==> config.mk <==
export PLATFORM = sky130hd
export DESIGN_NAME = barcode_tx
export DESIGN_NICKNAME = d
export VERILOG_FILES = /design/src/rtl/barcode_pkg.sv /design/src/rtl/barcode_tick_gen.sv /design/src/rtl/barcode_tx.sv
export SDC_FILE = /design/constraint.sdc
export NUM_CORES = 1
export LEC_CHECK = 0
export ABC_AREA = 1
export BUFFER_PORTS_ARGS = -buffer_cell sky130_fd_sc_hd__buf_2
export CAP_MARGIN = 25
export CORE_ASPECT_RATIO = 0.75
export CORE_MARGIN = 10
export CORE_UTILIZATION = 30
export CTS_BUF_LIST = sky130_fd_sc_hd__clkbuf_8 sky130_fd_sc_hd__clkbuf_16
export DETAILED_ROUTE_END_ITERATION = 10
export GPL_TIMING_DRIVEN = 0
export PLACE_DENSITY = 0.5
export SLEW_MARGIN = 5
export SYNTH_ARGS = -nofsm -noshare
export SYNTH_HDL_FRONTEND = slang
export SYNTH_HIERARCHICAL = 1
export SYNTH_SLANG_ARGS = --single-unit
==> constraint.sdc <==
create_clock -name clk -period 2.55 [get_ports clk]
set_input_delay 0.1275 -clock clk [delete_from_list [all_inputs] [get_ports clk]]
set_output_delay 0.1275 -clock clk [all_outputs]
set_load 0.03 [all_outputs]
==> src/rtl/barcode_pkg.sv <==
// Shared types and constants for the barcode transmitter.
// Optional feature macro used by the top level: BARCODE_TX_GAP_EN.
package barcode_pkg;

  localparam int PERIOD_W_DEF = 22;
  localparam int BITS_PER_ID  = 8;
  localparam int GAP_QUARTERS = 16;

  typedef enum logic [1:0] {
    IDLE,
    START,
    DATA,
    GAP
  } bc_tx_state_t;

  // Number of quarters the line stays low at the start of a symbol.
  function automatic logic [1:0] low_quarters(input logic is_start, input logic data_bit);
    logic [1:0] n;
    if (is_start)      n = 2'd2;
    else if (data_bit) n = 2'd1;
    else               n = 2'd3;
    return n;
  endfunction

endpackage

==> src/rtl/barcode_tick_gen.sv <==
// Quarter-period tick generator: emits a one-cycle qtick every Q clocks.
// Held at zero while clr is high so the first tick lands exactly Q clocks
// after clr drops.
module barcode_tick_gen #(
  parameter int QW = 20
) (
  input  logic          clk,
  input  logic          rst_n,
  input  logic          clr,
  input  logic [QW-1:0] Q,
  output logic          qtick
);

  logic [QW-1:0] cnt_q, cnt_d;

  assign qtick = !clr && (cnt_q == (Q - QW'(1)));

  // Next count: clear, wrap on tick, otherwise advance.
  always_comb begin
    cnt_d = cnt_q + QW'(1);
    if (clr || qtick) cnt_d = '0;
  end

  // Tick counter register.
  always_ff @(posedge clk or negedge rst_n) begin
    if (!rst_n) cnt_q <= '0;
    else        cnt_q <= cnt_d;
  end

endmodule

==> src/rtl/barcode_tx.sv <==
// Barcode waveform transmitter: start bit plus 8 data bits, MSB first,
// each bit 4Q clocks starting with a falling edge.
// Define BARCODE_TX_GAP_EN to append a 16Q high guard interval before done.
module barcode_tx
  import barcode_pkg::*;
#(
  parameter int PERIOD_W = PERIOD_W_DEF
) (
  input  logic                clk,
  input  logic                rst_n,
  input  logic                send,
  input  logic [7:0]          ID,
  input  logic [PERIOD_W-1:0] period,
  output logic                BC,
  output logic                busy,
  output logic                done
);

  localparam int QW = PERIOD_W - 2;

  bc_tx_state_t  state_q;
  logic [3:0]    qcnt_q;
  logic [2:0]    bcnt_q;
  logic [7:0]    shreg_q;
  logic [QW-1:0] q_q;
  logic          bc_q, busy_q, done_q;

  logic          qtick, tick_clr, accept, shift, rise;
  logic [1:0]    low_n;
  logic          unused_period_lsbs;

  // Quarter length is the period divided by four; the two LSBs carry no weight.
  assign unused_period_lsbs = ^period[1:0];

  function automatic logic [QW-1:0] clamp_q(input logic [QW-1:0] raw);
    return (raw == '0) ? QW'(1) : raw;
  endfunction

  assign tick_clr = (state_q == IDLE);
  assign accept   = tick_clr && send;
  assign shift    = (state_q == DATA) && qtick && (qcnt_q == 4'd3);
  assign low_n    = low_quarters(state_q == START, shreg_q[7]);
  assign rise     = qtick && ((qcnt_q + 4'd1) == {2'b00, low_n});

  barcode_tick_gen #(.QW(QW)) u_tick (
    .clk   (clk),
    .rst_n (rst_n),
    .clr   (tick_clr),
    .Q     (q_q),
    .qtick (qtick)
  );

  // Frame payload and quarter length, captured on an accepted send.
  always_ff @(posedge clk) begin
    if (accept) begin
      shreg_q <= ID;
      q_q     <= clamp_q(period[PERIOD_W-1:2]);
    end else if (shift) begin
      shreg_q <= {shreg_q[6:0], 1'b0};
    end
  end

  // Frame sequencer with registered line, busy and done outputs.
  always_ff @(posedge clk or negedge rst_n) begin
    if (!rst_n) begin
      state_q <= IDLE;
      qcnt_q  <= '0;
      bcnt_q  <= '0;
      bc_q    <= 1'b1;
      busy_q  <= 1'b0;
      done_q  <= 1'b0;
    end else begin
      done_q <= 1'b0;
      case (state_q)
        IDLE: begin
          bc_q   <= 1'b1;
          busy_q <= 1'b0;
          qcnt_q <= '0;
          bcnt_q <= '0;
          if (accept) begin
            state_q <= START;
            bc_q    <= 1'b0;
            busy_q  <= 1'b1;
          end
        end
        START: begin
          if (qtick) begin
            if (qcnt_q == 4'd3) begin
              qcnt_q  <= '0;
              bcnt_q  <= '0;
              state_q <= DATA;
              bc_q    <= 1'b0;
            end else begin
              qcnt_q <= qcnt_q + 4'd1;
              if (rise) bc_q <= 1'b1;
            end
          end
        end
        DATA: begin
          if (qtick) begin
            if (qcnt_q == 4'd3) begin
              qcnt_q <= '0;
              if (bcnt_q == 3'(BITS_PER_ID - 1)) begin
`ifdef BARCODE_TX_GAP_EN
                // Line is already high; hold it through the guard interval.
                state_q <= GAP;
`else
                state_q <= IDLE;
                busy_q  <= 1'b0;
                done_q  <= 1'b1;
`endif
              end else begin
                bcnt_q <= bcnt_q + 3'd1;
                bc_q   <= 1'b0;
              end
            end else begin
              qcnt_q <= qcnt_q + 4'd1;
              if (rise) bc_q <= 1'b1;
            end
          end
        end
`ifdef BARCODE_TX_GAP_EN
        GAP: begin
          bc_q <= 1'b1;
          if (qtick) begin
            if (qcnt_q == 4'(GAP_QUARTERS - 1)) begin
              qcnt_q  <= '0;
              state_q <= IDLE;
              busy_q  <= 1'b0;
              done_q  <= 1'b1;
            end else begin
              qcnt_q <= qcnt_q + 4'd1;
            end
          end
        end
`endif
        default: begin
          state_q <= IDLE;
          qcnt_q  <= '0;
          bcnt_q  <= '0;
          bc_q    <= 1'b1;
          busy_q  <= 1'b0;
        end
      endcase
    end
  end

  assign BC   = bc_q;
  assign busy = busy_q;
  assign done = done_q;

endmodule

; ---- Word level (Yosys, flattened, before mapping)
; Index checks and enable logic that the tools add are counted.
[word_totals]
reg_bits = 60
inputBits = 33
output_inout_bits = 3
elab_cells = 82
[classes]
addsub = 4
eq_ne = 15
muxes = 38
bitwise_logic = 1
reduce_logical = 15
[op_table]
columns = operator, count
row1 = $add 20x1->20 const B, 1
row2 = $eq 20x20->1, 1
row3 = $logic_not 20->1, 1
row4 = $mux 20, 1
row5 = $sub 20x1->20 const B, 1
row6 = $mux 2, 8
row7 = $mux 8, 2
row8 = $mux 1, 15
row9 = $mux 3, 5
row10 = $mux 4, 3
row11 = $ne 2x1->1 const B, 5
row12 = $ne 2x2->1 const B, 3
row13 = $pmux 1 s3, 2
row14 = $pmux 2 s3, 1
row15 = $pmux 3 s2, 1
row16 = $reduce_and 6->1, 1
row17 = $logic_and 1x1->1, 5
row18 = $reduce_and 5->1, 1
row19 = $add 4x1->4 const B, 1
row20 = $eq 4x2->1, 1
row21 = $eq 4x2->1 const B, 1
row22 = $reduce_and 4->1, 1
row23 = $add 3x1->3 const B, 1
row24 = $eq 3x3->1 const B, 1
row25 = 10 further kinds, 10

; ---- Depth between registers and ports, before layout
; Gate-level depths: netlist of run 1.
[depth]
depth_word = 8
ltp_mapped = 22

; ---- Hierarchy
; Netlist of run 1, hierarchy kept.
[by_module_without_submodules]
columns = mod, n_inst, cells_each, area_each_um2, seq_area_each_um2
row1 = barcode_tick_gen, 1, 306, 1971.9, 500.5
row2 = barcode_tx, 1, 185, 1893.1, 1142.3

; ---- Worst setup path after synthesis of run 1
; No wires, ideal clock.
[synth_path]
kind = register to register
start = register q_q[0]
end = register bcnt_q[0]
setup_ps = 120
t_arrival_ps = 2251
setup_slack_ps = 179
stages_incl_launch_ff = 20
synth_period_minus_slack_ps = 2371
path_cell_list = edfxtp_1 > inv_1 > ha_1 > inv_1 > nor2_2 > nand2_2 > nor2_4 > nand2_2 > o21ai_0 > nand3_1 > nor2_1 > nand3_2 > nor2_1 > inv_1 > o21ai_2 > nand2_4 > nor2_8 > inv_2 > nand2_2 > o21ai_2
[synth_via]
elab_chain_cells = 5
elab_cells_between_ends = 6
classes_between = 1 x add/sub / 3 x eq/ne / 2 x reduce/logical
[synth_lines]
columns = item, line_no
row1 = from (decl), barcode_tx.sv:25  ; logic [QW-1:0] q_q;
row2 = from (signal assigned), barcode_tx.sv:57  ; q_q <= clamp_q(period[PERIOD_W-1:2]);
row3 = $sub 20x1->20 (*), barcode_tick_gen.sv:16  ; assign qtick = !clr && (cnt_q == (Q - QW'(1)));
row4 = $eq 20x20->1 (*), barcode_tick_gen.sv:16
row5 = $logic_and 1x1->1 (*), barcode_tick_gen.sv:16
row6 = net qtick, barcode_tx.sv:28  ; logic qtick, tick_clr, accept, shift, rise;
row7 = $ne 2x2->1 (no line), --
row8 = $reduce_and 5->1 (no line) (*), --
row9 = to (signal assigned), barcode_tx.sv:113  ; bcnt_q <= bcnt_q + 3'd1;
row10 = to (decl), barcode_tx.sv:23  ; logic [2:0] bcnt_q;
; The timed path passes the listed nets; every way through them passes the cells marked *.
; A chain may end at the register's enable or synchronous reset.

; ---- Worst setup path in the final report of run 1
; Ends and elaborated chain as after synthesis.

==> results list, run 1 <==
* Run status: complete, no violations
- Wire segments on met3 add up to 261 µm in the final route.
- In this run the static leakage power is around 0.0021 µW.
- Maximum number of pins on one net before global-route repair: 33
- After the last flow step, the layout net total stands at between 500 and 600.
- For the worst setup path, the data arrival time is 2.73 ns.
- Ys flop type: sky130_fd_sc_hd__dfrtp_1
* Final Hold Fails: 0
* Total Die Area: 17,900 µm²
* Syn Inst Count: 491
- Max-slew headroom at the worst pin: 45.2%
- Start-to-end type of the worst setup path: reg -> reg
- Counting flops with a built-in enable in the synthesized netlist gives 28.
- Category of the worst setup path capture point: register
- STA puts the critical path data required time at 2.76 ns.
- Final routed wirelength across all metal layers: roughly 8.6 mm
- Fraction of layout cells with a size suffix above 1: 26.1%
- Number of buffers inserted during clock tree synthesis: 9
* Net count after synthesis: 533
* Clk Latency, worst-skew pair: 0.33 ns
- Final clock skew: slightly below 0.01 ns
- 1st-pass router iterations: 5
- Placement Rows: 35
* Final setup violating endpoints: 0
- Number of remaining DRC errors: 0
- Antenna diodes: 0
* Fraction of registers with async set/reset: 53.3%
- Detailed placement HPWL: 6.58 mm
* Antenna Violating Nets Remaining: 0
- Cell count after placement: 690
* Class of the worst hold path: in -> reg
- Max Root-Sink Buffers: 2
- Starting Density: 31.1%
* Number of pins with negative max-slew slack in the final report: 0
- After synthesis, the cell types taking the most area are sky130_fd_sc_hd__edfxtp_1 (22%), sky130_fd_sc_hd__dfrtp_1 (20%), sky130_fd_sc_hd__nand2_1 (13%).
* Peak VDD IR: 0.470 mV
- For this block, wires on met1 add up to ~4.8 mm.
- For this design the ratio of total power to cell area is 837 nW/µm².
- Max-cap viol count: 0
- Highest routing layer actually used: met4
- Overall die width: 151 µm
- In this run the cell area measured after placement is ~4200 µm².
- Detail-routed via count per cell: 4.32
* Area Overhead vs Synth: 24.2%
- In this design, the stage delay of the slowest critical-path cell is 0.42 ns.
* Clock edge transition at the registers on the reported setup and hold paths: 0.06 ns
* Count of clock tree sinks: 60
- During placement, the flow inserted port buffers numbering 33.
- The number of global-route vias before repair came to 3,130.
- Combined area of all synthesized cells: 3860 µm²
- Summed over its instances, the top area cell type makes up 21.8% of the synthesized netlist area.
- GRT overflow: 0
- Post-route insts no fill: 725
* TritonCTS clock tree: done
* Global routing usage summed across all routing layers: 10.2%
* Final instance area: 4800 µm²
- Most instantiated library cell after synthesis: sky130_fd_sc_hd__nand2_1
* Count of different cell masters after synthesis: 36
* Post-Synthesis Mean Instance Area: 7.87 µm²
* Cell with the biggest individual delay on the critical path: sky130_fd_sc_hd__edfxtp_1
- Die H: 118 µm
- Before CTS, the worst setup slack after placement is -0.264 ns.
- Sequential area share after synthesis: 42.5%
* Unrepaired setup endpoints after global routing: true
- The routed layout has roughly 3,100 vias.
- The worst setup path is launched from a register.
- Final weighted congestion of routability-driven global placement: 0.848
* Final Cycle Share: 98.7%
* Flop and latch count out of synthesis: 60
- Transition time at the pin with the least slew margin: 0.817 ns
- Along the worst path, the maximum fanout reaches 5.
- Amount of wire on met2 after detailed routing: roughly 3.4 mm
* Warnings from Yosys: 6
- After layout, the worst setup slack is ~0.033 ns.
- On the critical path the largest part of the delay comes from simple AND/OR/NAND/NOR gates.
- Derived from the worst setup path, the maximum achievable clock frequency is roughly 400 MHz.
- Deepest level of the CTS H-tree: 3
- Dividing the detail-routed wire length by the instance count gives 11.8 µm.
- By count the netlist is led by sky130_fd_sc_hd__nand2_1 (135), sky130_fd_sc_hd__inv_1 (55), sky130_fd_sc_hd__nor2_1 (52).
- In this run the clock root is driven by a sky130_fd_sc_hd__clkbuf_16.
* Min Clock Period, post-route: 2.52 ns
- Series of cell instances along the critical path: inv_2 -> ha_4 -> inv_2 -> nor2_4 -> nand2_4 -> nor2_4 -> nand2_2 -> nand2_1 -> nand2_1 -> a21oi_2 -> nand2_1 -> nor2_2 -> nand3_2 -> nor2_4 -> inv_4 -> o21ai_4 -> nand2_4 -> nor2_8 -> inv_2 -> nand2_2 -> o21ai_2
- The synthesized design spends more area on one cell type than any other, namely sky130_fd_sc_hd__edfxtp_1.
* Number of placed I/O pins: 36
* DRC violation total after the first TritonRoute iteration: about 180
* Area of the placeable core: 12,400 µm²
- The number of antenna violations at the first check in global routing was 0.
- Wire length of the first global-routing pass: 14.9 mm
- Number of buffers and inverters on the critical path: 4
-- worst reg2reg max path, stage by stage, from the launching register on --
cell and delay (ns):
sky130_fd_sc_hd__edfxtp_1 0.42, sky130_fd_sc_hd__inv_2 0.12, sky130_fd_sc_hd__ha_4 0.14, sky130_fd_sc_hd__inv_2 0.04, sky130_fd_sc_hd__nor2_4 0.12, sky130_fd_sc_hd__nand2_4 0.08
sky130_fd_sc_hd__nor2_4 0.14, sky130_fd_sc_hd__nand2_2 0.08, sky130_fd_sc_hd__nand2_1 0.06, sky130_fd_sc_hd__nand2_1 0.07, sky130_fd_sc_hd__a21oi_2 0.10, sky130_fd_sc_hd__nand2_1 0.07
sky130_fd_sc_hd__nor2_2 0.12, sky130_fd_sc_hd__nand3_2 0.12, sky130_fd_sc_hd__nor2_4 0.17, sky130_fd_sc_hd__inv_4 0.07, sky130_fd_sc_hd__o21ai_4 0.09, sky130_fd_sc_hd__nand2_4 0.09
sky130_fd_sc_hd__nor2_8 0.14, sky130_fd_sc_hd__inv_2 0.06, sky130_fd_sc_hd__nand2_2 0.05, sky130_fd_sc_hd__o21ai_2 0.04
-- per-stage QoR --
stage          hold WS [ns]  setup TNS (ns)  total power, µW  utilization, %
6_report             0.0600               0             4020            38.6
5_1_grt              0.0502           -1.45             4300            38.6
4_1_cts              0.0498               0             4010            37.5
3_5_place_dp          0.238           -3.42             2540            34.1
3_3_place_gp          0.241           -3.22             2530            34.1
2_1_floorplan        -0.168               0             2250               -
-- logic make-up after synthesis --
kind of cell / synth area share, %
simple gates: 36.1
buf+inv: 9.00
flops: 42.5
xor+xnor: 5.89
compound gates: 3.63
fa+ha+maj: 2.91
-- layer usage --
layer  global-route usage (%)  up-vias
li1                         -     1660
met1                     14.9     1426
met2                     13.8       42
met3                     2.33        7
met4                     4.02        0
met5                        0        -
-- final timing paths --
check | endpoint | startpoint | slack [ns] | depth (start not counted)
max | bcnt_q[0]$_DFFE_PN0P_ | q_q[0]$_SDFFCE_PN1P_ | 0.03 | 21
min | shreg_q[7]$_DFFE_PP_ | ID[7] | 0.06 | 3
max reg2reg | bcnt_q[0]$_DFFE_PN0P_ | q_q[0]$_SDFFCE_PN1P_ | 0.03 | 21
min reg2reg | bcnt_q[1]$_DFFE_PN0P_ | bcnt_q[1]$_DFFE_PN0P_ | 0.49 | 2
max in group asynchronous | qcnt_q[2]$_DFFE_PN0P_ | rst_n | 1.64 | 2
min in group asynchronous | u_tick/cnt_q[0]$_DFF_PN0_ | rst_n | 0.42 | 2
-- placed cells by master (no fill, tap or decap), types with 10 or more instances in the layout --
master and instances:
sky130_fd_sc_hd__nand2_1 134, sky130_fd_sc_hd__inv_1 51, sky130_fd_sc_hd__dfrtp_1 31, sky130_fd_sc_hd__buf_2 33
sky130_fd_sc_hd__nand3_1 31, sky130_fd_sc_hd__buf_4 17, sky130_fd_sc_hd__nor2_2 23, sky130_fd_sc_hd__clkbuf_1 20
sky130_fd_sc_hd__nor2_1 48, sky130_fd_sc_hd__xor2_1 21, sky130_fd_sc_hd__nand2_2 10, sky130_fd_sc_hd__edfxtp_1 28
-- registers in the layout, summed over array words and instances (netlist names) --
signal / flops
busy: 1
state_q: 2
qcnt_q: 4
done: 1
q_q: 20
BC: 1
bcnt_q: 3
shreg_q: 8
u_tick/cnt_q: 20
-- cell type report --
type | count | area [µm²]
inverters | 63 | 241
repair buffers | 52 | 308
fillers | 1283 | 7640
well taps | 166 | 208
clock buffers | 9 | 225
multi-input cells | 345 | 1940
plain buffers | 23 | 109
flip-flops and latches | 60 | 1640
clock inverters | 7 | 125
-- repair_timing --
action | in CTS | in global routing
pin swaps | 4 | 16
setup endpoints to repair | 19 | 22
gates resized for setup | 10 | 12
hold endpoints to repair | 31 | 0
setup buffers | 4 | 14
hold buffers | 1 | 0
-- power by group --
group          internal [µW]  switching [µW]  total (µW)
registers               1230             127        1350
clock network            960             447        1410
logic                    456             801        1260
No activity file was read; power rests on OpenSTA's default activity.
==> inputs of run 2 (changes only) <==
--- a/config.mk
+++ b/config.mk
@@ -7,14 +7,14 @@
 export LEC_CHECK = 0
 export ABC_AREA = 1
 export BUFFER_PORTS_ARGS = -buffer_cell sky130_fd_sc_hd__buf_2
-export CAP_MARGIN = 25
+export CAP_MARGIN = 10
 export CORE_ASPECT_RATIO = 0.75
 export CORE_MARGIN = 10
-export CORE_UTILIZATION = 30
+export CORE_UTILIZATION = 41
 export CTS_BUF_LIST = sky130_fd_sc_hd__clkbuf_8 sky130_fd_sc_hd__clkbuf_16
 export DETAILED_ROUTE_END_ITERATION = 10
 export GPL_TIMING_DRIVEN = 0
-export PLACE_DENSITY = 0.5
+export PLACE_DENSITY = 0.63
 export SLEW_MARGIN = 5
 export SYNTH_ARGS = -nofsm -noshare
 export SYNTH_HDL_FRONTEND = slang
==> run 2 against run 1 <==
Sequential share of layout area rose by 0.71 points. Clock-buffer cell count did not move. Hold slack got worse by 0.0032 ns. Clock skew rose by 0.00083 ns. Total power fell by 2.6%. Maximum frequency rose by 1.4%. Cell count fell by 6.1%. Critical path type unchanged. Global-route usage rose by 2.2 points. Largest power group is now registers. First-iteration DRC count fell by 17%. Via count rose by 0.80%. Die area fell by 23%. Critical path depth fell by 3.
==> results list, run 2 (synthesis results as in run 1) <==
* Final Cycle Share: 97.4% (-1.3 points)
* Unrepaired setup endpoints after global routing: true
* Min Clock Period, post-route: 2.48 ns (-0.0343 ns)
- Series of cell instances along the critical path: inv_2 -> ha_4 -> inv_2 -> nor2_4 -> nand2_4 -> nor2_4 -> nand2_2 -> o21ai_0 -> nand3_1 -> nor2_2 -> nand3_2 -> nor2_4 -> inv_4 -> o21ai_4 -> buf_6 -> nand3_4 -> nand2_2 -> o21ai_2
- Post-route insts no fill: 681 (-6.1%)
- The number of placed instances with taps included is 652 (-5.5%).
* Final Net Count: 590 (-1.0%)
- The iteration count of the initial detailed-routing pass is 5 (unchanged).
- Total Die Area: 13,800 µm² (-23%)
- Final weighted congestion of routability-driven global placement: 0.830 (-2.2%)
- Post-layout worst setup margin: 0.0670 ns (+0.0343 ns)
- TritonCTS clock tree: done
* Starting Density: 42.4% (+11 points)
- From synthesis to final layout, the design area changed by 21.7%.
* Arrival time of data at the critical path endpoint: 2.70 ns (-0.03 ns)
- The average vias per placed instance is 4.64 (+7.3%).
- Cell repeated most along the worst path: sky130_fd_sc_hd__nor2_4
- Worst setup slack before clock tree synthesis: -0.275 ns (-0.0113 ns)
- The transition at the pin with the smallest max-transition slack came to 0.814 ns (-0.00360 ns).
- Among cell families on the critical path, the largest total delay comes from simple AND/OR/NAND/NOR gates.
- Biggest registers after layout: q_q: 20 flops, u_tick/cnt_q: 20 flops, shreg_q: 8 flops
* Placed cell area: 4190 µm² (-1.1%)
* Count of clock tree sinks: 60 (unchanged)
- The global routing met3 resource utilization came to 2.94% (+0.62 points).
* DRC violation total after the first TritonRoute iteration: 151 (-17%)
* Number of pins with negative max-slew slack in the final report: 0 (unchanged)
* PwrDens: 832 nW/µm² (-0.56%)
- The largest driver fanout on the critical path is 4 (-1).
* Met1 global-route usage: 17.8% (+2.8 points)
- Final setup violating endpoints: 0 (unchanged)
* Static power due to leakage: 0.00208 µW (-2.4%)
- The H-tree depth came to 3 (unchanged).
* Crit path launch type: register
- GRT overflow: 0 (unchanged)
* Most used cells in the layout excluding fill and tap cells: sky130_fd_sc_hd__nand2_1 (130), sky130_fd_sc_hd__inv_1 (51), sky130_fd_sc_hd__nor2_1 (49), sky130_fd_sc_hd__buf_2 (33)
- The wire length after detailed routing was 8.56 mm (about the same).
* Maximum number of pins on one net before global-route repair: 33 (unchanged)
- Combined area of the multi-input logic cells: 1980 µm² (+2.2%)
- On the critical path, the stage with the largest delay is an instance of sky130_fd_sc_hd__edfxtp_1.
* Final total negative setup slack: 0 ns (unchanged)
* Utilization of the core after routing: 51.6% (+13 points)
- Global routing met2 resource utilization: 17.5% (+3.7 points)
- Fraction of layout cells with a size suffix above 1: 26.8% (+0.65 points)
- The required time of the critical path is 2.76 ns (about the same).
- Top achievable clock speed: 403 MHz (+1.4%)
- The width of the die was 132 µm (-13%).
- Final clock skew: 0.0105 ns (+0.000833 ns)
- The die boundary height was 104 µm (-12%).
* Run status: complete, no violations
- The number of global-route vias before repair came to 3,062 (-2.2%).
- Max-cap viol count: 0 (unchanged)
- The wire length of the first global-routing pass was 14.2 mm (-5.1%).
- Number of antenna violations at the first check in global routing: 0 (unchanged)
- The maximum VDD drop came to 0.432 mV (-8.1%).
- The number of buffers inserted during clock tree synthesis is 9 (unchanged).
- Category of the worst setup path capture point: register
* Number of remaining DRC errors: 0 (unchanged)
- The summed area of non-filler cells in the final layout is 4700 µm² (-2.0%).
- The largest stage delay on the critical path was 0.44 ns (+0.02 ns).
- Layer carrying the most global-route usage: met1
- The overall track demand over capacity in global routing was 12.3% (+2.2 points).
* Combined flip-flop and latch cell area: 1640 µm² (unchanged)
* Start-to-end type of the worst setup path: reg -> reg
* Number of buffer cells added on primary ports: 33 (unchanged)
- Clock edge transition at the registers on the reported setup and hold paths: 0.06 ns (about the same)
- Placement Rows: 30 (-14%)
- Average wire length per cell after detail routing: 12.6 µm (+6.4%)
- The number of inserted diodes came to 0 (unchanged).
- Total via count in the routed design: 3,160 (+0.80%)
* Cell at the root of the clock tree: sky130_fd_sc_hd__clkbuf_16
- The final count of hold timing violations came to 0 (unchanged).
* Max-slew headroom at the worst pin: 45.4% (+0.24 points)
- The buffers plus inverters on the worst setup path was 4 (unchanged).
- The antenna violation net count after detailed routing was 0 (unchanged).
- The number of filler instances in the final layout came to 862 (-33%).
- Clk Latency, worst-skew pair: 0.33 ns (about the same)
* Area of the placeable core: 9120 µm² (-27%)
- The half-perimeter wire length after placement came to 6.25 mm (-5.1%).
* Number of placed I/O pins: 36 (unchanged)
* Most common cell after layout, fill and taps aside: sky130_fd_sc_hd__nand2_1
* Class of the worst hold path: in -> reg
- Max Root-Sink Buffers: 2 (unchanged)
-- run 2: cell type report --
class / count / area share [%]
multi-input combinational: 346 / 42.2
sequential: 60 / 34.9
timing repair buffer: 45 / 5.56
inverter: 63 / 5.19
clock buffer: 9 / 4.79
tap: 128 / 3.41
buffer: 23 / 2.32
clock inverter: 7 / 1.62
-- run 2: final timing paths --
path                                                   to  cells after the start  slack [ns]                  from
worst min-delay path                 q_q[3]$_SDFFCE_PN0P_                      2        0.06             period[5]
worst min register to register           busy$_DFFE_PN0P_                      2        0.48      busy$_DFFE_PN0P_
worst max-delay path               state_q[1]$_DFFE_PN0P_                     18        0.07  q_q[0]$_SDFFCE_PN1P_
min in group asynchronous       u_tick/cnt_q[1]$_DFF_PN0_                      2        0.42                 rst_n
max in group asynchronous           qcnt_q[1]$_DFFE_PN0P_                      2        1.64                 rst_n
worst max register to register     state_q[1]$_DFFE_PN0P_                     18        0.07  q_q[0]$_SDFFCE_PN1P_
-- run 2: power breakdown --
group / switching [µW] / total, µW / leakage (µW) / internal, µW
Sequential: 136 / 1360 / 0.000700 / 1230
Combinational: 859 / 1340 / 0.00124 / 477
Clock: 455 / 1220 / 0.000142 / 760
Total: 1450 / 3910 / 0.00208 / 2460
-- run 2: metrics by stage --
stage	power (µW)	hold WS, ns
finish	3910	0.0569
detailed placement	2530	0.245
global route	4170	0.0611
floorplan	2250	-0.168
global placement	2500	0.222
CTS	3830	0.0469
-- run 2: routing by layer --
metal | up-vias | share of wire, %
met3 | 7 | 3.8
met5 | - | 0
met4 | 0 | 0.91
li1 | 1650 | -
met1 | 1437 | 53
met2 | 66 | 42
-- run 2: worst register-to-register path, stage by stage (launching register included) --
cell                       delay (ns)
sky130_fd_sc_hd__edfxtp_1        0.44
sky130_fd_sc_hd__inv_2           0.11
sky130_fd_sc_hd__ha_4            0.13
sky130_fd_sc_hd__inv_2           0.04
sky130_fd_sc_hd__nor2_4          0.12
sky130_fd_sc_hd__nand2_4         0.08
sky130_fd_sc_hd__nor2_4          0.15
sky130_fd_sc_hd__nand2_2         0.08
sky130_fd_sc_hd__o21ai_0         0.16
sky130_fd_sc_hd__nand3_1         0.13
sky130_fd_sc_hd__nor2_2          0.12
sky130_fd_sc_hd__nand3_2         0.12
sky130_fd_sc_hd__nor2_4          0.15
sky130_fd_sc_hd__inv_4           0.06
sky130_fd_sc_hd__o21ai_4         0.09
sky130_fd_sc_hd__buf_6           0.14
sky130_fd_sc_hd__nand3_4         0.10
sky130_fd_sc_hd__nand2_2         0.09
sky130_fd_sc_hd__o21ai_2         0.05
-- run 2: timing repair --
action | 4_1_cts | 5_1_grt
endpoints found under the hold margin | 31 | 0
gates cloned | 0 | 1
buffers inserted | 7 | 4
endpoints found under the setup margin | 19 | 19
pin swaps | 11 | 12
gates resized for setup | 17 | 15
hold buffers | 1 | 0
==> inputs of run 3 (changes only) <==
--- a/config.mk
+++ b/config.mk
@@ -12,9 +12,10 @@
 export CORE_MARGIN = 10
 export CORE_UTILIZATION = 41
 export CTS_BUF_LIST = sky130_fd_sc_hd__clkbuf_8 sky130_fd_sc_hd__clkbuf_16
+export CTS_CLUSTER_SIZE = 20
 export DETAILED_ROUTE_END_ITERATION = 10
-export GPL_TIMING_DRIVEN = 0
 export PLACE_DENSITY = 0.63
+export RECOVER_POWER = 50
 export SLEW_MARGIN = 5
 export SYNTH_ARGS = -nofsm -noshare
 export SYNTH_HDL_FRONTEND = slang
==> run 3 against run 2 <==
The flow now finishes with violations (max-capacitance violations, max-slew violations). First-iteration DRC count up 7.9%. Clock skew decreased by 0.0021 ns. Core utilization up 1.7 points. Cell count rose by 1.0%. Non-clock buffer count up 8. Clock-buffer cell count unchanged. Highest routed layer unchanged. Total power grew 2.7%. Largest power group unchanged. Critical path depth increased by 2.
==> results list, run 3 (synthesis results as in run 1) <==
- Crit path launch type: register
- Power consumption: 4020 µW (+2.7%)
- Final Cycle Share: 99.6% (+2.2 points)
- Max-cap viol count: 1 (+1)
* 1st-pass router iterations: 5 (unchanged)
- Average wire length per cell after detail routing: 12.8 µm (+1.7%)
* Max-slew headroom at the worst pin: -16.5% (-62 points)
* Number of buffer cells added on primary ports: 33 (unchanged)
- Global routing usage summed across all routing layers: 12.5% (+0.21 points)
- The worst hold-check slack came to 0.0571 ns (+0.000178 ns).
- The sequential standard cell area was 1640 µm² (unchanged).
* Unrepaired setup endpoints after global routing: true
* Starting Density: 42.4% (unchanged)
- The boundary pin count came to 36 (unchanged).
* GRT overflow: 0 (unchanged)
- Area Overhead vs Synth: 25.7%
- The library cell used most frequently in the layout, excluding fill and tap cells, is sky130_fd_sc_hd__nand2_1.
- Gate family responsible for the most delay along the worst path: simple AND/OR/NAND/NOR gates
- The number of inserted diodes came to 0 (unchanged).
- The remaining design rule violation count came to 0 (unchanged).
* Final setup violating endpoints: 0 (unchanged)
- The die boundary height was 104 µm (unchanged).
* Placed cell area: 4180 µm² (-0.33%)
* Total via count in the routed design: 3,258 (+3.1%)
- The total power density per cell area came to 827 nW/µm² (-0.64%).
- Antenna Violating Nets Remaining: 0 (unchanged)
- The total number of nets in the final design was 597 (+1.2%).
- The worst setup path is of the reg -> reg kind.
- Detail-routed via count per cell: 4.74 (+2.1%)
* Peak VDD IR: 0.461 mV (+6.8%)
* Number of antenna violations at the first check in global routing: 0 (unchanged)
- The worst setup path is captured at a register.
- TritonCTS clock tree: done
* Area of the placeable core: 9120 µm² (unchanged)
* Transition time at the pin with the least slew margin: 1.75 ns (+0.933 ns)
- The die area came to 13,800 µm² (unchanged).
- The width of the die is 132 µm (unchanged).
- Traced cell by cell, the critical path runs through inv_2 -> ha_4 -> inv_2 -> nor2_4 -> buf_4 -> nand4_1 -> nand3b_1 -> nand2_1 -> nor2_1 -> nand3_1 -> nor2_2 -> nand3_2 -> nor2_4 -> inv_2 -> o21ai_4 -> nand2_4 -> nor2_8 -> inv_4 -> nand2_2 -> o21ai_2.
* Number of pins with negative max-slew slack in the final report: 33 (+33)
- By instance count, the cell type seen most on the critical path is sky130_fd_sc_hd__inv_2.
* Clock edge transition at the registers on the reported setup and hold paths: 0.06 ns (about the same)
- The root buffer cell chosen for the clock tree is sky130_fd_sc_hd__clkbuf_16.
* Number of global-route vias before repair: 3,094 (+1.0%)
* Fraction of layout cells with a size suffix above 1: 23.2% (-3.5 points)
- Post-route insts no fill: 688 (+1.0%)
- The register-to-register setup slack was 0.01 ns (-0.06 ns).
- Final clock skew: 0.00834 ns (-0.00213 ns)
- Final routed wirelength across all metal layers: 8.79 mm (+2.7%)
- Final weighted congestion of routability-driven global placement: 0.875 (+5.5%)
* Count of clock tree sinks: 60 (unchanged)
* Number of buffers and inverters on the critical path: 5 (+1)
- Max Root-Sink Buffers: 2 (unchanged)
* Top achievable clock speed: 394 MHz (-2.2%)
- The number of buffers inserted during clock tree synthesis is 9 (unchanged).
- The half-perimeter wire length after placement is 6.30 mm (+0.84%).
- Clk Latency, worst-skew pair: 0.33 ns (about the same)
- Cell count after placement: 640 (-1.8%)
- Static power due to leakage: 0.00214 µW (+2.6%)
- Most used cells in the layout excluding fill and tap cells: sky130_fd_sc_hd__nand2_1 (133), sky130_fd_sc_hd__inv_1 (51), sky130_fd_sc_hd__nor2_1 (50), sky130_fd_sc_hd__nand3_1 (31), sky130_fd_sc_hd__dfrtp_1 (31)
- The largest stage delay on the critical path was 0.39 ns (-0.05 ns).
- Biggest registers after layout: q_q: 20 flops, u_tick/cnt_q: 20 flops, shreg_q: 8 flops
- The tightest min-delay check is of the in -> reg type.
- The endpoint arrival time on the critical path is 2.76 ns (+0.06 ns).
- DRC violation total after the first TritonRoute iteration: 163 (+7.9%)
- Violations in the final reports: max-capacitance violations, max-slew violations
- Maximum number of pins on one net before global-route repair: 33 (unchanged)
* Combined area of the multi-input logic cells: 1960 µm² (-1.3%)
- Placement Rows: 30 (unchanged)
- Wire length of the first global-routing pass: 14.4 mm (+2.1%)
* Final Hold Fails: 0 (unchanged)
* Final instance area: 4860 µm² (+3.3%)
- The run finished, with violations left.
- The number of filler instances in the final layout is 801 (-7.1%).
- The slowest stage of the critical path is the sky130_fd_sc_hd__edfxtp_1 cell.
* Deepest level of the CTS H-tree: 3 (unchanged)
- The largest driver fanout on the critical path came to 4 (unchanged).
- The required time of the critical path was 2.77 ns (about the same).
* Min Clock Period, post-route: 2.54 ns (+0.0568 ns)
==> run 3: cell types whose count changed in the layout (fill, tap and decap cells not counted), moves of 2 or more <==
cell                            previous run  this run
sky130_fd_sc_hd__nand2_2                  14        11
sky130_fd_sc_hd__buf_6                     4         2
sky130_fd_sc_hd__buf_2                    33        14
sky130_fd_sc_hd__dlygate4sd3_1             1        20
sky130_fd_sc_hd__buf_4                    10        19
sky130_fd_sc_hd__o21ai_0                   7         5
sky130_fd_sc_hd__o21ai_1                   1         7
sky130_fd_sc_hd__clkinvlp_4                2         0
sky130_fd_sc_hd__o21ai_2                   6         2
sky130_fd_sc_hd__nand2_1                 130       133
sky130_fd_sc_hd__nor2_2                   23        21
==> run 3: layout make-up <==
class                      count  area share (%)
timing repair buffer          76            10.9
clock inverter                 7            2.06
tap                          128            3.30
sequential                    60            33.8
inverter                      63            4.97
clock buffer                   9            4.64
multi-input combinational    345            40.3
==> run 3: metal layers <==
layer	vias to the layer above	share of wire, %	global-route usage [%]
li1	1655	-	-
met1	1504	51	17.6
met2	91	42	17.8
met3	8	5.1	3.62
met4	0	1.1	4.04
met5	-	0	0
==> run 3: what timing repair did <==
action,4_1_cts,5_1_grt
hold buffers,20,0
setup endpoints to repair,11,19
hold endpoints to repair,50,0
cloned,0,0
setup buffers,0,12
pin swaps,1,16
resized for setup,3,24
==> run 3: final timing paths <==
check                                             end                      start  cells past startpoint
max                             bcnt_q[0]$_DFFE_PN0P_       q_q[1]$_SDFFCE_PN0P_                     20
min                              shreg_q[2]$_DFFE_PP_                      ID[2]                      3
max reg2reg                     bcnt_q[0]$_DFFE_PN0P_       q_q[1]$_SDFFCE_PN0P_                     20
min reg2reg                 u_tick/cnt_q[0]$_DFF_PN0_  u_tick/cnt_q[0]$_DFF_PN0_                      1
max in group asynchronous  u_tick/cnt_q[18]$_DFF_PN0_                      rst_n                      2
min in group asynchronous   u_tick/cnt_q[0]$_DFF_PN0_                      rst_n                      2
==> run 3: power by group <==
part / switching (µW) / internal (µW) / leakage [µW]
Combinational: 840 / 505 / 0.00128
Clock: 454 / 861 / 0.000160
Sequential: 133 / 1230 / 0.000700
==> run 3: worst min-delay path: stages <==
cell and delay [ns]:
sky130_fd_sc_hd__buf_2 0.07, sky130_fd_sc_hd__nand2_1 0.04, sky130_fd_sc_hd__nand2_1 0.05
==> run 3: stage by stage <==
| step | setup slack, ns | TNS [ns] | util, % |
|---|---|---|---|
| final | 0.0101 | 0 | 53.3 |
| after global routing | -0.150 | -1.57 | 53.3 |
| after CTS | 0.00179 | 0 | 51.7 |
| after detailed placement | -0.000126 | -0.000126 | 45.8 |
| after global placement | 0.0375 | 0 | 45.8 |
| after floorplan | 0.179 | 0 | - |
